## src/rtl/dms_cdr_pkg.sv

```systemverilog
// Shared CDR types and constants: millivolt codes, VCO gain-LUT geometry, lock states.
package dms_cdr_pkg;

    typedef logic [10:0] mv_t;
    typedef logic [7:0]  lut_idx_t;

    localparam int LUT_ENTRIES = 161;
    localparam int LUT_STEP_MV = 10;
    localparam int LUT_TOP_MV  = 2000;
    localparam int LUT_RECIP   = 6554;
    localparam int LUT_SHIFT   = 16;

    typedef enum logic {ACQUIRE, TRACK} lock_state_e;

    // 6554/2^16 approximates 1/LUT_STEP_MV; exact for offsets up to 1999,
    // and the -1 bias puts decade ties on the higher-voltage entry.
    function automatic lut_idx_t lut_index(input mv_t v);
        logic signed [12:0] x;
        logic [24:0]        p;
        logic [8:0]         q;
        x = 13'(LUT_TOP_MV - 1) - $signed({2'b00, v});
        if (x < 0) begin
            return '0;
        end
        p = {12'b0, x} * 25'(LUT_RECIP);
        q = 9'(p >> LUT_SHIFT);
        if (q > 9'(LUT_ENTRIES - 1)) begin
            return lut_idx_t'(LUT_ENTRIES - 1);
        end
        return q[7:0];
    endfunction

endpackage

```

## src/rtl/dms_lock_det.sv

```systemverilog
// Lock detector: tracks an anchor voltage and declares lock after enough in-window updates.
module dms_lock_det
    import dms_cdr_pkg::*;
#(
    parameter int VINIT_MV    = 1200,
    parameter int LOCK_WIN_MV = 25,
    parameter int LOCK_CNT    = 32
) (
    input  logic clk,
    input  logic rst,
    input  logic upd,
    input  mv_t  v,
    output logic locked
);

    localparam int CW = $clog2(LOCK_CNT + 1);

    lock_state_e   state;
    mv_t           anchor;
    mv_t           d;
    logic [CW-1:0] cnt;
    logic          in_win;

    always_comb begin
        d      = (v > anchor) ? (v - anchor) : (anchor - v);
        in_win = (d <= 11'(LOCK_WIN_MV));
    end

    always_ff @(posedge clk) begin
        if (rst) begin
            state  <= ACQUIRE;
            anchor <= mv_t'(VINIT_MV);
            cnt    <= '0;
            locked <= 1'b0;
        end else if (upd) begin
            case (state)
                ACQUIRE: begin
                    if (in_win) begin
                        if (cnt != CW'(LOCK_CNT)) begin
                            cnt <= cnt + 1'b1;
                        end
                        if (cnt >= CW'(LOCK_CNT - 1)) begin
                            state  <= TRACK;
                            locked <= 1'b1;
                        end
                    end else begin
                        anchor <= v;
                        cnt    <= '0;
                    end
                end
                TRACK: begin
                    if (!in_win) begin
                        state  <= ACQUIRE;
                        locked <= 1'b0;
                        anchor <= v;
                        cnt    <= '0;
                    end
                end
                default: begin
                    state  <= ACQUIRE;
                    locked <= 1'b0;
                end
            endcase
        end
    end

endmodule

```

## src/rtl/dms_loop_filter.sv

```systemverilog
// PI loop filter for the CDR: UP/DN decisions in, clamped VCO control voltage and LUT index out.
module dms_loop_filter
    import dms_cdr_pkg::*;
#(
    parameter int VMIN_MV     = 400,
    parameter int VMAX_MV     = 2000,
    parameter int VINIT_MV    = 1200,
    parameter int KP_MV       = 20,
    parameter int KI          = 64,
    parameter int FRAC        = 8,
    parameter int LOCK_WIN_MV = 25,
    parameter int LOCK_CNT    = 32
) (
    input  logic     clk,
    input  logic     rst,
    input  logic     pd_valid,
    input  logic     pd_up,
    input  logic     pd_dn,
    input  logic     freeze,
    output mv_t      vctrl_mv,
    output logic     vctrl_valid,
    output lut_idx_t lut_idx,
    output logic     idx_valid,
    output logic     locked
);

    localparam int IW = 11 + FRAC + 2;
    localparam int SW = IW + 1;
    localparam int VW = 14;

    logic signed [IW-1:0] integ;
    logic signed [IW-1:0] integ_next;
    logic signed [SW-1:0] isum;
    logic signed [VW-1:0] vsum;
    logic signed [1:0]    err;
    logic                 upd;
    mv_t                  v_upd;

    // Integrator saturates before the proportional term is added (anti-windup).
    always_comb begin
        upd  = pd_valid & ~freeze;
        err  = $signed({1'b0, pd_up}) - $signed({1'b0, pd_dn});
        isum = SW'(integ) + SW'(err) * SW'(KI);
        if (isum > SW'(VMAX_MV << FRAC)) begin
            integ_next = IW'(VMAX_MV << FRAC);
        end else if (isum < SW'(VMIN_MV << FRAC)) begin
            integ_next = IW'(VMIN_MV << FRAC);
        end else begin
            integ_next = IW'(isum);
        end
        vsum = VW'(integ_next >>> FRAC) + VW'(err) * VW'(KP_MV);
        if (vsum > VW'(VMAX_MV)) begin
            v_upd = mv_t'(VMAX_MV);
        end else if (vsum < VW'(VMIN_MV)) begin
            v_upd = mv_t'(VMIN_MV);
        end else begin
            v_upd = mv_t'(vsum);
        end
    end

    always_ff @(posedge clk) begin
        if (rst) begin
            integ       <= IW'(VINIT_MV << FRAC);
            vctrl_mv    <= mv_t'(VINIT_MV);
            vctrl_valid <= 1'b0;
            lut_idx     <= lut_index(mv_t'(VINIT_MV));
            idx_valid   <= 1'b0;
        end else begin
            vctrl_valid <= upd;
            idx_valid   <= vctrl_valid;
            if (upd) begin
                integ    <= integ_next;
                vctrl_mv <= v_upd;
            end
            if (vctrl_valid) begin
                lut_idx <= lut_index(vctrl_mv);
            end
        end
    end

    dms_lock_det #(
        .VINIT_MV    (VINIT_MV),
        .LOCK_WIN_MV (LOCK_WIN_MV),
        .LOCK_CNT    (LOCK_CNT)
    ) u_lock_det (
        .clk    (clk),
        .rst    (rst),
        .upd    (upd),
        .v      (v_upd),
        .locked (locked)
    );

endmodule

```

## config.mk

```make
export PLATFORM = sky130hd
export DESIGN_NAME = dms_loop_filter
export DESIGN_NICKNAME = d
export VERILOG_FILES = /design/src/rtl/dms_cdr_pkg.sv /design/src/rtl/dms_lock_det.sv /design/src/rtl/dms_loop_filter.sv
export SDC_FILE = /design/constraint.sdc
export NUM_CORES = 1
export LEC_CHECK = 0
export BUFFER_PORTS_ARGS = -buffer_cell sky130_fd_sc_hd__buf_2
export CORE_ASPECT_RATIO = 0.8
export CORE_MARGIN = 2
export CORE_UTILIZATION = 40
export DETAILED_ROUTE_END_ITERATION = 10
export PLACE_DENSITY = 0.54
export REMOVE_ABC_BUFFERS = 1
export SETUP_SLACK_MARGIN = 0.05
export SLEW_MARGIN = 10
export SYNTH_ARGS = -nofsm -noshare
export SYNTH_HDL_FRONTEND = slang
export SYNTH_SLANG_ARGS = --single-unit
```

## constraint.sdc

```tcl
create_clock -name clk -period 10.5 [get_ports clk]
set_clock_uncertainty 0.05 [all_clocks]
set_input_delay 0.525 -clock clk [delete_from_list [all_inputs] [get_ports clk]]
set_output_delay 0.525 -clock clk [all_outputs]
set_load 0.02 [all_outputs]
```

==> summary.txt <==
Worst setup path
  – Critical Path AT: 9.97 ns
  – R2R setup slack: 0.97 ns
  – Slowest CP cell: or4_1
  – Reg2Reg Depth: 41
  – CP max stage delay: 0.59 ns
  – Req. time, crit path: 10.63 ns
  – Worst path most repeated cell: ha_1
  – Startpoint Class: input pin
  – CP Class: in -> reg
  – Crit Path Max Fanout: 10
  – Crit. End Element: flop

Synth
  – Top cells by area, synth: ha_1, dfxtp_1, fa_1, inv_1, nand2_1
  – Seq cells post-synth: 55
  – EDFF count, synth: 0
  – Post-synth top flop: dfxtp_1
  – Synth Cell Area: 8070 um2
  – Yosys top cell by area: ha_1
  – Top cells by count, synth: ha_1, inv_1, nand2_1
  – Synth Instances: 963
  – Seq/Total Area, Yosys: 13.7%
  – Top-area cell type share of the netlist area: 18.5%
  – Asr flop ratio synth: 0%
  – Ys Warns: 0
  – Most common cell in the netlist: ha_1
  – Average cell area after synthesis: 8.38 um2
  – Cell variety after synth: 93

Floorplan
  – Die X: 163 um
  – Site Rows: 46
  – Die Area: 21300 um2
  – Num ports: 28
  – Core footprint: 19800 um2
  – DIE HEIGHT: 131 um
  – Initial core utilization: 40.7%

Global routing
  – Met2 usage: 27.0%
  – Largest net degree at the start of global routing: 61
  – Overflow after GRT: 0
  – Met1 Use GR: 34.6%
  – Initial antenna violation count: 0
  – Vias in the first global route: 6338
  – GRT Overall Usage: 20.5%
  – Met3 Use GR: 2.27%
  – First-pass GRT wire length: 34600 um
  – Global-route layer with the greatest usage: met1

Layout
  – Area delta synth->final: 8.25%
  – Filler cells: 2054
  – Final Instance Count excl. Fillers: 1241
  – Post-layout util: 44.1%
  – Nets: 1145
  – Fin area: 8730 um2
  – Layout cells sized above 1: 10.8%
  – N_diodes: 0

Routing
  – WL final: 21500 um
  – ANT nets after route: 0
  – WL/cell: 17.3 um
  – Routed vias/inst: 5.69
  – Drt first pass iters: 5
  – Residual DRC: 0
  – DRT iter0 DRCs: 609
  – Vias: 7065

Power and ir drop
  – Power Density: 169 nW/um2
  – Maximum VDD drop: 0.169 mV
  – Total Power: 1.47 mW
  – Lkg Pwr: 3.82 nW

Clocking
  – CTS clock-pin slew for the worst setup and hold paths: 0.08 ns
  – CTS Hold Buffers Added: 0
  – Clock Latency Late Sink: 0.31 ns
  – TritonCTS Buffers: 5
  – Total setup buffers inserted after CTS: 0
  – CTS tree: done
  – H-Tree Depth: 2
  – Max clock buf depth: 2
  – CTS Sinks: 55
  – Clock root cell: clkbuf_16
  – CTS resizes: 0

Timing
  – Tcrit/Tclk final: 93.7%
  – Setup WS post-layout: 0.662 ns
  – Final hold vios: 0
  – Slew @ Worst Pin: 0.709 ns
  – Slew HR: 52.4%
  – Final Setup Violations: 0
  – Achievable Freq: 102 MHz
  – TNS Setup: 0 ns
  – Tmin final: 9.84 ns
  – Fin. max-slew vios: 0
  – Hold WS: 0.415 ns
  – RSZ-0062 raised after global routing: false

Run status
  – Status: complete, no violations

Placement
  – Final Wtd Congestion: 0.908
  – Placed inst area: 8520 um2
  – Pre-CTS setup slack: 0.196 ns
  – Port bufs: 27
  – Post-DP HPWL: 17100 um
  – Placed insts: 1233

Flow run
  – Max-Cap Viols: 0

Min path
  – Worst hold stages: 2
  – Min-Delay Path Class: reg -> reg
-- state kept, by name, indices dropped and copies added (netlist names) --
signal             count
u_lock_det.cnt         6
u_lock_det.anchor     11
idx_valid              1
integ                 15
lut_idx                8
vctrl_mv              11
u_lock_det.locked      1
u_lock_det.state       1
vctrl_valid            1
-- critical path, delay by kind of cell --
family	cells	cell delay, ns
multiplexers	2	0.62
AO/OA/AOI/OAI	19	4.25
buffers and inverters	5	0.51
AND/OR/NAND/NOR	11	2.32
XOR/XNOR	2	0.32
adder cells (fa/ha/maj)	6	1.45
-- where the power goes --
group	internal, mW	switching, mW
combinational	0.434	0.596
clock	0.116	0.0927
sequential	0.219	0.0144
total	0.769	0.703
-- kinds of logic after synthesis --
logic type	share of synthesized area [%]
DFF	13.7
other	0.0465
muxes	2.11
adders and majority gates	29.4
xor gates and xnor gates	6.19
AOI/OAI and AO/OA	24.0
and+or+nand+nor	18.1
buffers and inverters	6.50
-- layout make-up --
cell class / count / area [um2] / area share [%]
inverters: 83 / 312 / 3.57
clock buffers: 5 / 125 / 1.43
flip-flops and latches: 55 / 1100 / 12.6
well taps: 264 / 330 / 3.78
multi-input cells: 781 / 6480 / 74.2
clock inverters: 3 / 50.0 / 0.573
repair buffers: 50 / 333 / 3.81
-- routing by layer --
metal / share of wire, % / routed length (um)
met1: 56 / 12100
met2: 38 / 8090
met3: 4.7 / 1010
met4: 1.1 / 236
met5: 0 / 0
-- cells in the final DEF (no fill, tap or decap), types with 9 or more instances in the layout --
cell | netlist | layout
ha_1 | 119 | 118
inv_1 | 82 | 82
nand2_1 | 69 | 69
nor2_1 | 66 | 65
dfxtp_1 | 55 | 55
a21oi_1 | 47 | 46
fa_1 | 44 | 44
o21ai_0 | 42 | 42
nor3_1 | 30 | 30
xnor2_1 | 29 | 29
xor2_1 | 28 | 27
buf_2 | 13 | 27
nand3_1 | 23 | 23
a21o_1 | 21 | 21
buf_4 | 4 | 21
a31oi_1 | 21 | 20
and3_1 | 14 | 14
nor2b_1 | 9 | 9
nor4_1 | 9 | 9
-- path summary, 6_finish.rpt --
check | end | from
max | u_lock_det.cnt[0] | pd_up
min | lut_idx[4] | lut_idx[4]
max reg2reg | u_lock_det.cnt[0] | integ[7]
min reg2reg | lut_idx[4] | lut_idx[4]
Power figures use the tool's default switching activity.
